## config.mk

```make
export PLATFORM = sky130hd
export DESIGN_NAME = dcache_store_responder
export DESIGN_NICKNAME = d
export VERILOG_FILES = /design/src/rtl/dcache_store_responder.sv
export SDC_FILE = /design/constraint.sdc
export NUM_CORES = 1
export LEC_CHECK = 0
export ABC_AREA = 0
export CELL_PAD_IN_SITES_DETAIL_PLACEMENT = 0
export CELL_PAD_IN_SITES_GLOBAL_PLACEMENT = 2
export CORE_UTILIZATION = 43
export CTS_CLUSTER_DIAMETER = 60
export DETAILED_ROUTE_END_ITERATION = 10
export PLACE_DENSITY_LB_ADDON = 0.05
export SYNTH_ARGS = -nofsm -noshare
export SYNTH_HDL_FRONTEND = slang
export SYNTH_SLANG_ARGS = --single-unit
export TNS_END_PERCENT = 30
```

## constraint.sdc

```tcl
create_clock -name clk_i -period 13.6 [get_ports clk_i]
set_input_delay 2.04 -clock clk_i [delete_from_list [all_inputs] [get_ports clk_i]]
set_output_delay 2.04 -clock clk_i [all_outputs]
set_load 0.01 [all_outputs]
```

## src/rtl/dcache_store_responder.sv

```systemverilog
// -----------------------------------------------------------------------------
// dcache_store_responder
//
// Responder end of the D$ store request port. Grants and acknowledges store
// requests, buffers them in a small in-order write FIFO and drains them one
// beat at a time to a single-beat memory write interface.
//
// Optional feature (compile-time macro): STORE_RESP_MERGE_EN
//   Defined   : a granted write to the same word as the youngest FIFO entry is
//               byte-merged into that entry instead of allocating a new one.
//   Undefined : every granted write allocates a new entry.
//
// Parameters
//   DEPTH        write FIFO entries (power of two, >= 2)
//   XLEN / PLEN  come from dcache_store_responder_pkg (core configuration)
//
// Ports
//   clk_i        clock
//   rst_i        asynchronous active-high reset
//   req_port_i   store request (dcache_req_i_t)
//   req_port_o   response: data_gnt (combinational), data_rvalid/data_rid
//                one cycle after each grant, data_rdata/data_ruser tied to 0
//   mem_req_o    memory write request, held with stable payload until mem_gnt_i
//   mem_addr_o   word-aligned byte address of the beat
//   mem_wdata_o  beat write data
//   mem_be_o     beat byte enables
//   mem_gnt_i    memory accepted the current beat
//   empty_o      FIFO empty and no beat outstanding
//   err_o        one-cycle pulse after each cycle a read request was presented
// -----------------------------------------------------------------------------
`timescale 1ns/1ps

package dcache_store_responder_pkg;

  localparam int unsigned XLEN               = 64;
  localparam int unsigned PLEN               = 56;
  localparam int unsigned DCACHE_INDEX_WIDTH = 12;
  localparam int unsigned DCACHE_TAG_WIDTH   = PLEN - DCACHE_INDEX_WIDTH;
  localparam int unsigned DCACHE_TID_WIDTH   = 4;

  typedef struct packed {
    logic [DCACHE_INDEX_WIDTH-1:0] address_index;
    logic [DCACHE_TAG_WIDTH-1:0]   address_tag;
    logic [XLEN-1:0]               data_wdata;
    logic                          data_req;
    logic                          data_we;
    logic [XLEN/8-1:0]             data_be;
    logic [1:0]                    data_size;
    logic [DCACHE_TID_WIDTH-1:0]   data_id;
    logic                          kill_req;
    logic                          tag_valid;
  } dcache_req_i_t;

  typedef struct packed {
    logic                        data_gnt;
    logic                        data_rvalid;
    logic [DCACHE_TID_WIDTH-1:0] data_rid;
    logic [XLEN-1:0]             data_rdata;
    logic                        data_ruser;
  } dcache_req_o_t;

endpackage

module dcache_store_responder
  import dcache_store_responder_pkg::*;
#(
  parameter int unsigned DEPTH = 4
) (
  input  logic                clk_i,
  input  logic                rst_i,
  input  dcache_req_i_t       req_port_i,
  output dcache_req_o_t       req_port_o,
  output logic                mem_req_o,
  output logic [PLEN-1:0]     mem_addr_o,
  output logic [XLEN-1:0]     mem_wdata_o,
  output logic [XLEN/8-1:0]   mem_be_o,
  input  logic                mem_gnt_i,
  output logic                empty_o,
  output logic                err_o
);

  localparam int unsigned BE_W  = XLEN / 8;
  localparam int unsigned OFFS  = $clog2(BE_W);
  localparam int unsigned PTR_W = $clog2(DEPTH);
  localparam int unsigned CNT_W = $clog2(DEPTH + 1);

  localparam logic [CNT_W-1:0] FULL_CNT = CNT_W'(DEPTH);

  localparam logic [0:0] IDLE  = 1'b0;
  localparam logic [0:0] ISSUE = 1'b1;

  // FIFO storage
  logic [PLEN-1:0] fifo_addr  [DEPTH];
  logic [XLEN-1:0] fifo_wdata [DEPTH];
  logic [BE_W-1:0] fifo_be    [DEPTH];
  logic [1:0]      fifo_size  [DEPTH];

  logic [PTR_W-1:0] wr_ptr_q, rd_ptr_q;
  logic [CNT_W-1:0] count_q, count_n;
  logic [0:0]       state_q, state_n;

  logic [PLEN-1:0] full_addr, word_addr;
  logic            write_ok, not_full, gnt, push, pop;

  logic                        rvalid_q;
  logic [DCACHE_TID_WIDTH-1:0] rid_q;
  logic                        err_q;

  assign full_addr = {req_port_i.address_tag, req_port_i.address_index};
  assign word_addr = {full_addr[PLEN-1:OFFS], {OFFS{1'b0}}};

  assign write_ok = req_port_i.data_req & req_port_i.data_we &
                    req_port_i.tag_valid & ~req_port_i.kill_req;

  // Readiness comes from the registered count only; a pop in the same cycle
  // does not open a slot until the next cycle (no path from mem_gnt_i).
  assign not_full = (count_q != FULL_CNT);
  assign pop      = (state_q == ISSUE) & mem_gnt_i;

`ifdef STORE_RESP_MERGE_EN
  logic [PTR_W-1:0] young_ptr;
  logic             merge_hit, merge;

  assign young_ptr = wr_ptr_q - PTR_W'(1);

  // The youngest entry must not be merged while it is the head beat already
  // presented on the bus, otherwise the payload would change under the memory.
  assign merge_hit = (count_q != '0) &&
                     (fifo_addr[young_ptr] == word_addr) &&
                     !((young_ptr == rd_ptr_q) && (state_q == ISSUE));

  assign gnt   = write_ok & (not_full | merge_hit);
  assign merge = gnt & merge_hit;
  assign push  = gnt & ~merge_hit;
`else
  assign gnt  = write_ok & not_full;
  assign push = gnt;
`endif

  assign count_n = count_q + CNT_W'(push) - CNT_W'(pop);

  // Drain FSM. IDLE looks at the post-push count so a freshly pushed entry is
  // presented on the bus the very next cycle.
  always_comb begin
    // NOTE: every signal assigned in a combinational block gets a default
    // first; a path that leaves it unassigned would infer a latch.
    state_n = state_q;
    case (state_q)
      IDLE:    if (count_n != '0) state_n = ISSUE;
      ISSUE:   if (pop && (count_n == '0)) state_n = IDLE;
      default: state_n = IDLE;
    endcase
  end

  // Control state: pointers, count, FSM, ack and error pulses.
  always_ff @(posedge clk_i or posedge rst_i) begin
    if (rst_i) begin
      // NOTE: registered state uses non-blocking assignments so every flop
      // samples pre-edge values regardless of block ordering.
      state_q  <= IDLE;
      count_q  <= '0;
      wr_ptr_q <= '0;
      rd_ptr_q <= '0;
      rvalid_q <= 1'b0;
      rid_q    <= '0;
      err_q    <= 1'b0;
    end else begin
      state_q  <= state_n;
      count_q  <= count_n;
      if (push) wr_ptr_q <= wr_ptr_q + PTR_W'(1);
      if (pop)  rd_ptr_q <= rd_ptr_q + PTR_W'(1);
      rvalid_q <= gnt;
      if (gnt) rid_q <= req_port_i.data_id;
      err_q    <= req_port_i.data_req & ~req_port_i.data_we;
    end
  end

  // NOTE: the entry array is deliberately not reset; an entry is only read
  // after it has been written, and resetting it would turn cheap storage into
  // resettable flops for no functional gain.
  always_ff @(posedge clk_i) begin
    if (push) begin
      fifo_addr[wr_ptr_q]  <= word_addr;
      fifo_wdata[wr_ptr_q] <= req_port_i.data_wdata;
      fifo_be[wr_ptr_q]    <= req_port_i.data_be;
      fifo_size[wr_ptr_q]  <= req_port_i.data_size;
    end
`ifdef STORE_RESP_MERGE_EN
    if (merge) begin
      for (int b = 0; b < int'(BE_W); b++) begin
        if (req_port_i.data_be[b]) begin
          fifo_wdata[young_ptr][8*b +: 8] <= req_port_i.data_wdata[8*b +: 8];
        end
      end
      fifo_be[young_ptr] <= fifo_be[young_ptr] | req_port_i.data_be;
    end
`endif
  end

  // Beat payload is gated so the bus idles at zero and never shows
  // uninitialised storage.
  assign mem_req_o   = (state_q == ISSUE);
  assign mem_addr_o  = mem_req_o ? fifo_addr[rd_ptr_q]  : '0;
  assign mem_wdata_o = mem_req_o ? fifo_wdata[rd_ptr_q] : '0;
  assign mem_be_o    = mem_req_o ? fifo_be[rd_ptr_q]    : '0;

  assign empty_o = (count_q == '0) & (state_q == IDLE);
  assign err_o   = err_q;

  always_comb begin
    req_port_o             = '0;
    req_port_o.data_gnt    = gnt;
    req_port_o.data_rvalid = rvalid_q;
    req_port_o.data_rid    = rid_q;
  end

  // The stored access size travels with the entry but byte enables define the
  // beat; the sub-word address bits are likewise dropped.
  logic unused_bits;
  assign unused_bits = ^{full_addr[OFFS-1:0], fifo_size[rd_ptr_q]};

endmodule

```

After elaboration in Yosys (flattened, before gate mapping)
Memories as Yosys holds them, arrays and structs flattened.
Cells that the tools add are included.
Word-level totals
  register bits after elaboration: 14
  bits in latches: 0
  bits in writable memories: 500
  ROM bits: 0
  input bits: 141
  output and inout port bits: 202
  word-level logic and storage cells: 37
  memories kept: 3
Cells by class
  $add $sub $neg: 4
  $mul: 0
  divide/modulo/power cells: 0
  $lt $le $gt $ge: 0
  eq/ne operators: 1
  shift operators: 0
  muxes and demuxes: 8
  bitwise gates (word level): 10
  reductions and logical operators: 4
Memory list
  fifo_wdata: depth 4, bits a word 64, rd ports 1, clocked after Yosys merged registers in 0, wr ports 1, line 94  | logic [XLEN-1:0] fifo_wdata [DEPTH];
  fifo_addr: depth 4, bits a word 53, rd ports 1, clocked after Yosys merged registers in 0, wr ports 1, line 93  | logic [PLEN-1:0] fifo_addr [DEPTH];
  fifo_be: depth 4, bits a word 8, rd ports 1, clocked after Yosys merged registers in 0, wr ports 1, line 95  | logic [BE_W-1:0] fifo_be [DEPTH];
Operators with widths (number)
  $mux 64: 1
  $mux 56: 1
  $mux 8: 1
  $and 1x1->1: 7
  $logic_not 3->1: 2
  $add 2x1->2 const B: 2
  $mux 1: 4
  $add 3x1->3: 1
  $ne 3x3->1 const B: 1
  $not 1->1: 3
  $reduce_bool 3->1: 1
  $sub 3x1->3: 1
  $pmux 1 s2: 1
  $logic_and 1x1->1: 1

Logic depth before layout (Yosys ltp)
Gate-level depths: netlist of run 1.
  depth after elaboration: 10
  gate-level depth with buffers: 12
  mapped depth without buffers: 11

Least setup slack after synthesis of run 1
No wires, ideal clock.
  path type: input to register
  from: input port req_port_i[1] in the netlist's numbering
  to: memory fifo_addr[0][0] in the netlist's numbering, enable pin
  library setup time: 0.499 ns
  arrival: 5.544 ns
  data required time: 13.101 ns
  slack: 7.557 ns
  stages on the path: 4
  path buffers: 1
  cell sequence: nand4b_1 a21oi_1 buf_2 and2_1
On the way
  longest elaborated chain between the ends: 5
RTL lines
  start: declaration: line 71  | input dcache_req_i_t req_port_i,
  $not 1->1: line 113  | req_port_i.tag_valid & ~req_port_i.kill_req;
  $and 1x1->1: line 113
  $and 1x1->1: line 136  | assign gnt = write_ok & not_full;
  via gnt: line 103  | logic write_ok, not_full, gnt, push, pop;
  $mux 1: line 182  | if (push) begin
  $mux 1
  end: declaration: line 93
The timed path passes the listed nets, and every way through them passes these cells.

Worst setup path after layout of run 1
  from: register rd_ptr_q[0]
  to: output port mem_addr_o[54]
On the way
  longest elaborated chain between the ends: 2
RTL lines
  start: declaration: line 98  | logic [PTR_W-1:0] wr_ptr_q, rd_ptr_q;
  start signal: assignment: line 171  | if (pop) rd_ptr_q <= rd_ptr_q + PTR_W'(1);
  $mem_v2 4x53
  $mux 56: line 203  | assign mem_addr_o = mem_req_o ? fifo_addr[rd_ptr_q] : '0;
  end: declaration: line 74  | output logic [PLEN-1:0] mem_addr_o,
No other way between the ends.

==> impl_metrics.env, run 1 <==
export IMPL_timing_slew_headroom_pct=32.7
export IMPL_numCtsBuffers=54
export IMPL_num_nets_final=1357
export IMPL_synth_compound_area_share_pct=0.0250
export IMPL_detail_route_antenna_nets=0
export IMPL_cts_h_tree_lvls=2
export IMPL_die_w_microns=218
export IMPL_post_cts_repair_setup_buffers=0
export IMPL_die_height_microns=218
export IMPL_critPathMostFrequentCell="sky130_fd_sc_hd__buf_4"
export IMPL_synth_area_per_cell_sq_um=21.9
export IMPL_grt_max_degree=71
export IMPL_layout_filler_cells=3662
export IMPL_number_of_buffers_inserted_for_hold_repair_after_clock_tree_synthesis=0
export IMPL_synthMuxAreaShare_pct=14.4
export IMPL_dp_final_hpwl_microns=23200
export IMPL_postCtsResizedCells=0
export IMPL_wire_length_of_the_first_global_routing_pass_microns=60300
export IMPL_synthCells=915
export IMPL_starting_drt_drc_count=490
export IMPL_critical_path_buf_inv_count=3
export IMPL_leakage_nw=8.02
export IMPL_finalCoreUtilization_pct=54.1
export IMPL_required_ns=11.56
export IMPL_drt_pass1_iter_count=4
export IMPL_min_delay_path_class="reg -> reg"
export IMPL_dieArea_sq_mm=0.0474
export IMPL_synth_ff_latch_count=514
export IMPL_setup_ws_ns=7.45
export IMPL_multi_input_comb_area_sq_mm=0.00414
export IMPL_remaining_drc_errors=0
export IMPL_synth_seq_area_share_pct=76.8
export IMPL_finalWirelength_microns=40500
export IMPL_synth_yosys_warnings=0
export IMPL_reported_max_cap_violation_count=0
export IMPL_outcome="finished, final reports clean"
export IMPL_cts_buffer_depth=3
export IMPL_finalHoldViolations=0
export IMPL_fraction_of_the_mapped_netlist_area_in_simple_logic_gates_pct=4.28
export IMPL_design_power_total_w=0.00463
export IMPL_cts_root_buffer="sky130_fd_sc_hd__clkbuf_16"
export IMPL_pre_cts_slack_ns=7.88
export IMPL_dominant_combinational_cell_family_by_area_after_synthesis="multiplexers"
export IMPL_cts_num_sinks=514
export IMPL_clkTransAtPathRegs_ns=0.06
export IMPL_synth_fa_ha_area_share_pct=0.475
export IMPL_std_cell_rows=78
export IMPL_port_buffers=269
export IMPL_initial_antenna_violation_count=4
export IMPL_critPathSlowestCell="sky130_fd_sc_hd__dfrtp_4"
export IMPL_viasPerCell=5.01
export IMPL_crit_chain="buf_4 -> buf_4 -> mux4_2 -> and2_1 -> clkdlybuf4s50_1"
export IMPL_number_of_setup_violations_in_the_final_report=0
export IMPL_first_global_vias=9660
export IMPL_core_area_sq_mm=0.0457
export IMPL_maxClockFrequency_ghz=0.163
export IMPL_total_number_of_vias=9267
export IMPL_yosysTopAreaCellShare_pct=75.0
export IMPL_crit_start_category="register"
export IMPL_drive_gt1_share_pct=17.3
export IMPL_netlist_cell_type_count=22
export IMPL_finalCriticalPeriod_ns=6.15
export IMPL_stdcell_count=1850
export IMPL_timing_critical_path_arrival_ns=4.11
export IMPL_setup_tns_ns=0
export IMPL_worst_setup_path_type="reg -> out"
export IMPL_synth_top_cell_by_area="sky130_fd_sc_hd__edfxtp_1"
export IMPL_crit_fanout=35
export IMPL_routedWlPerCell_microns=21.9
export IMPL_cp_end_kind="output pin"
export IMPL_final_period_util_pct=45.2
export IMPL_numPlacedInstances=1753
export IMPL_power_density_normalized_to_cell_area_mw_per_mm2=188
export IMPL_overflow=0
export IMPL_critPathTopFamily="buffers and inverters"
export IMPL_rsz0062_at_grt="false"
export IMPL_cts_tree="built"
export IMPL_floorplan_io_pins=343
export IMPL_final_seq_area_sq_mm=0.0154
export IMPL_global_route_usage_total_pct=17.3
export IMPL_synthesis_area_sq_mm=0.0200
export IMPL_worst_clock_skew_ns=0.0222
export IMPL_area_delta_synth_final_pct=23.4
export IMPL_crit_path_max_incr_delay_ns=0.80
export IMPL_synth_xor_area_share_pct=0.219
export IMPL_drv_slew=0
export IMPL_vdd_ir_drop_worst_mv=0.104
export IMPL_post_synth_main_area_contributors="sky130_fd_sc_hd__edfxtp_1, sky130_fd_sc_hd__mux4_2, sky130_fd_sc_hd__and2_1, sky130_fd_sc_hd__buf_4, sky130_fd_sc_hd__dfrtp_1"
export IMPL_clock_latency_ns=0.60
export IMPL_max_slew_worst_pin_slew_ns=1.01
export IMPL_gp_congestion=0.681
export IMPL_initial_utilization_pct=43.8
## cells in the mapped netlist, drive strengths merged
| library cell | count |
|---|---|
| ha | 6 |
| edfxtp | 500 |
| xor2 | 1 |
| inv | 7 |
| mux2 | 5 |
| a21oi | 1 |
| and2 | 130 |
| nand4b | 1 |
| fa | 1 |
| mux4 | 125 |
| buf | 91 |
| nand2 | 1 |
| dfrtp | 14 |
| or4 | 1 |
| xnor2 | 4 |
| nor2b | 2 |
| clkbuf | 22 |
| nor2 | 1 |
| nor4 | 1 |
| conb | 1 |
## placed cells by master, fill, tap and decap left out
cell type | synthesis | layout
sky130_fd_sc_hd__dfrtp_4 | 0 | 3
sky130_fd_sc_hd__diode_2 | 0 | 2
sky130_fd_sc_hd__conb_1 | 1 | 68
sky130_fd_sc_hd__clkinv_2 | 0 | 4
sky130_fd_sc_hd__nor4_1 | 1 | 1
sky130_fd_sc_hd__mux4_2 | 125 | 125
sky130_fd_sc_hd__nor2_1 | 1 | 1
sky130_fd_sc_hd__nand2_1 | 1 | 1
sky130_fd_sc_hd__and2_4 | 0 | 4
sky130_fd_sc_hd__ha_1 | 6 | 6
sky130_fd_sc_hd__mux2_2 | 5 | 5
sky130_fd_sc_hd__dfrtp_1 | 14 | 11
sky130_fd_sc_hd__nor2b_1 | 2 | 2
sky130_fd_sc_hd__inv_6 | 0 | 1
sky130_fd_sc_hd__a21oi_1 | 1 | 1
sky130_fd_sc_hd__clkinv_1 | 0 | 13
sky130_fd_sc_hd__clkbuf_16 | 0 | 55
sky130_fd_sc_hd__clkdlybuf4s50_1 | 0 | 269
sky130_fd_sc_hd__clkinvlp_4 | 0 | 2
sky130_fd_sc_hd__and2_1 | 130 | 126
sky130_fd_sc_hd__inv_1 | 7 | 7
sky130_fd_sc_hd__bufinv_16 | 0 | 2
sky130_fd_sc_hd__xnor2_1 | 4 | 4
sky130_fd_sc_hd__edfxtp_1 | 500 | 500
sky130_fd_sc_hd__fa_1 | 1 | 1
sky130_fd_sc_hd__or4_1 | 1 | 1
sky130_fd_sc_hd__buf_4 | 70 | 15
sky130_fd_sc_hd__nand4b_1 | 1 | 1
sky130_fd_sc_hd__xor2_1 | 1 | 1
sky130_fd_sc_hd__clkbuf_1 | 22 | 18
## cells by family after synthesis
family,after synthesis
AND/OR/NAND/NOR,137
XOR/XNOR,5
AO/OA/AOI/OAI,1
adder cells (fa/ha/maj),7
flip-flops,514
other,1
buffers and inverters,120
multiplexers,130
## through the flow
step | hold slack (ns) | cell area (sq um)
CTS | 0.509 | 24700
finish | 0.504 | 24700
floorplan | 0.519 | 20300
detailed placement | 0.496 | 23100
global placement | 0.489 | 23100
global route | 0.529 | 24700
## worst paths after layout
check	from	to	slack [ns]	depth (start not counted)
setup / recovery	rd_ptr_q[0]	mem_addr_o[54]	7.45	5
hold reg to reg	rid_q[2]	rid_q[2]	0.50	1
min in group asynchronous	rst_i	wr_ptr_q[0]	1.82	2
max in group asynchronous	rst_i	mem_req_o	11.37	2
setup reg to reg	mem_req_o	mem_req_o	9.96	10
hold / removal	rid_q[2]	rid_q[2]	0.50	1
## final cells by class
cell class | instances | share of cell area [%]
Sequential cell | 514 | 62.3
Multi-Input combinational cell | 348 | 16.7
Timing Repair Buffer | 284 | 11.4
Clock buffer | 73 | 5.85
Tap cell | 600 | 3.04
Clock inverter | 22 | 0.618
Inverter | 7 | 0.106
Antenna cell | 2 | 0.0203
## flip-flops by register name, indices dropped and copies added, names as in the netlist
register / flops
err_o: 1
rvalid_q: 1
fifo_addr: 212
count_q: 3
rd_ptr_q: 2
mem_req_o: 1
rid_q: 4
fifo_wdata: 256
fifo_be: 32
wr_ptr_q: 2
## power by group
group	internal [W]	switching, W	total (W)
Combinational	0.000832	0.000595	0.00143
Clock	0.000775	0.000567	0.00134
Sequential	0.00180	0.0000629	0.00187
Total	0.00341	0.00122	0.00463
## per-layer routing
| metal | up-vias | global-route usage (%) | wire [microns] |
|---|---|---|---|
| li1 | 4112 | - | - |
| met2 | 236 | 27.2 | 19700 |
| met5 | - | 0 | 12 |
| met3 | 59 | 5.68 | 3040 |
| met4 | 2 | 5.38 | 771 |
| met1 | 4858 | 23.0 | 16900 |
Note: power is estimated with default switching activity, not from simulation.
==> run 2, diff against run 1 <==
Settings changed: CORE_UTILIZATION 43 to 40.
Clock period 13.6 ns to 6 ns, I/O delays scaled along.
==> run 2 against run 1 <==
  * Clock-buffer cell count up 1
  * Register-to-register slack worse by 6.9 ns
  * Routed wire length up 1.7%
  * Core utilization down 3.2 points
  * Combinational power up 120%
  * Die area up 7.4%
  * Worst setup slack worse by 5.7 ns
  * Largest cell class unchanged
  * Highest routed layer unchanged
==> impl_metrics.env, run 2 (synthesis gave the netlist of run 1 again) <==
export IMPL_outcome="finished, final reports clean"
export IMPL_starting_drt_drc_count=484
export IMPL_max_slew_worst_pin_slew_ns=0.885
export IMPL_timing_slew_headroom_pct=41.0
export IMPL_timing_critical_path_arrival_ns=3.32
export IMPL_overflow=0
export IMPL_leakage_nw=8.11
export IMPL_clock_latency_ns=0.59
export IMPL_cts_root_buffer="sky130_fd_sc_hd__clkbuf_16"
export IMPL_wire_length_of_the_first_global_routing_pass_microns=61000
export IMPL_crit_start_category="register"
export IMPL_total_number_of_vias=9187
export IMPL_crit_path_max_incr_delay_ns=1.01
export IMPL_number_of_setup_violations_in_the_final_report=0
export IMPL_first_global_vias=9691
export IMPL_final_common_cell="sky130_fd_sc_hd__edfxtp_1"
export IMPL_finalCoreUtilization_pct=50.8
export IMPL_remaining_drc_errors=0
export IMPL_area_delta_synth_final_pct=24.9
export IMPL_die_height_microns=226
export IMPL_numCtsBuffers=56
export IMPL_registers_with_the_highest_flip_flop_counts="fifo_wdata (256), fifo_addr (212), fifo_be (32)"
export IMPL_worst_clock_skew_ns=0.0199
export IMPL_final_period_util_pct=70.3
export IMPL_finalWirelength_microns=41100
export IMPL_required_ns=5.10
export IMPL_drt_pass1_iter_count=4
export IMPL_finalCriticalPeriod_ns=4.22
export IMPL_clkTransAtPathRegs_ns=0.06
export IMPL_rsz0062_at_grt="false"
export IMPL_floorplan_io_pins=343
export IMPL_drv_slew=0
export IMPL_finalHoldViolations=0
export IMPL_mostFrequentLayoutCells="sky130_fd_sc_hd__edfxtp_1, sky130_fd_sc_hd__clkdlybuf4s50_1, sky130_fd_sc_hd__and2_1"
export IMPL_die_w_microns=226
export IMPL_routedWlPerCell_microns=21.4
export IMPL_num_nets_final=1359
export IMPL_global_route_usage_total_pct=16.4
export IMPL_power_density_normalized_to_cell_area_mw_per_mm2=428
export IMPL_max_flop_register="fifo_wdata"
export IMPL_viasPerCell=4.78
export IMPL_cts_tree="built"
export IMPL_initial_antenna_violation_count=7
export IMPL_critPathSlowestCell="sky130_fd_sc_hd__dfrtp_4"
export IMPL_dp_final_hpwl_microns=23400
export IMPL_largest_reg_flops=256
export IMPL_cp_end_kind="output pin"
export IMPL_final_seq_area_sq_mm=0.0154
export IMPL_dieArea_sq_mm=0.0509
export IMPL_grt_max_degree=77
export IMPL_vdd_ir_drop_worst_mv=0.216
export IMPL_detail_route_antenna_nets=0
export IMPL_post_cts_repair_setup_buffers=0
export IMPL_port_buffers=269
export IMPL_cts_buffer_depth=3
export IMPL_min_delay_path_class="reg -> reg"
export IMPL_cts_h_tree_lvls=2
export IMPL_setup_tns_ns=0
export IMPL_maxClockFrequency_ghz=0.237
export IMPL_crit_chain="buf_4 -> mux4_2 -> and2_1 -> clkdlybuf4s50_1"
export IMPL_std_cell_rows=81
export IMPL_drive_gt1_share_pct=18.0
export IMPL_multi_input_comb_area_sq_mm=0.00414
export IMPL_worst_setup_path_type="reg -> out"
export IMPL_layout_filler_cells=4053
export IMPL_core_area_sq_mm=0.0492
export IMPL_reported_max_cap_violation_count=0
export IMPL_number_of_buffers_inserted_for_hold_repair_after_clock_tree_synthesis=0
export IMPL_postCtsResizedCells=0
export IMPL_initial_utilization_pct=40.7
export IMPL_cts_num_sinks=514
export IMPL_crit_fanout=40
export IMPL_gp_congestion=0.678
## run 2: cell count changes in the layout (fill, tap and decap cells not counted), moves of 2 or more
cell	delta
sky130_fd_sc_hd__clkbuf_16	+2
sky130_fd_sc_hd__buf_12	+8
sky130_fd_sc_hd__clkinv_2	+6
sky130_fd_sc_hd__buf_4	-8
## run 2: area by class of cell
| class | instances | area share (%) |
|---|---|---|
| repair buffers | 284 | 11.6 |
| clock buffers | 74 | 5.96 |
| inverters | 7 | 0.105 |
| flip-flops and latches | 514 | 61.5 |
| multi-input cells | 348 | 16.6 |
| well taps | 664 | 3.32 |
| clock inverters | 29 | 0.886 |
| diodes | 1 | 0.0100 |
## run 2: through the flow
stage	instance area, sq um	total power (W)	setup WS, ns	hold slack (ns)	std cells
floorplan	20300	0.00616	1.10	0.519	982
detailed placement	23300	0.00767	2.29	0.499	1817
CTS	25000	0.0109	1.64	0.509	1920
global route	25000	0.0112	1.54	0.537	1920
finish	25000	0.0107	1.78	0.505	1921
global placement	23300	0.00767	2.30	0.490	1817
## run 2: layer usage
layer	GRT usage, %	vias to the layer above	share of wire [%]
li1	-	4110	-
met1	20.7	4771	41
met2	26.5	219	49
met3	5.69	75	7.5
met4	5.27	12	2.1
met5	0	-	0.19
## run 2: worst paths after layout
kind | startpoint | to | slack (ns) | cells after the start
min reg2reg | rid_q[1] | rid_q[1] | 0.51 | 1
min | rid_q[1] | rid_q[1] | 0.51 | 1
max reg2reg | mem_req_o | mem_req_o | 3.05 | 9
max in group asynchronous | rst_i | rd_ptr_q[1] | 4.93 | 2
min in group asynchronous | rst_i | wr_ptr_q[1] | 0.66 | 2
max | rd_ptr_q[0] | mem_wdata_o[24] | 1.78 | 4
## run 2: worst max-delay path, delay by kind of cell, from the launching register on
| family | cells | cell delay (ns) |
|---|---|---|
| buffers and inverters | 2 | 0.99 |
| DFF | 1 | 1.01 |
| muxes | 1 | 0.55 |
| and+or+nand+nor | 1 | 0.17 |
## run 2: where the power goes
part / switching, W / leakage, nW / internal (W)
Combinational: 0.00127 / 2.61 / 0.00192
Sequential: 0.000228 / 4.67 / 0.00408
Clock: 0.00133 / 0.838 / 0.00187
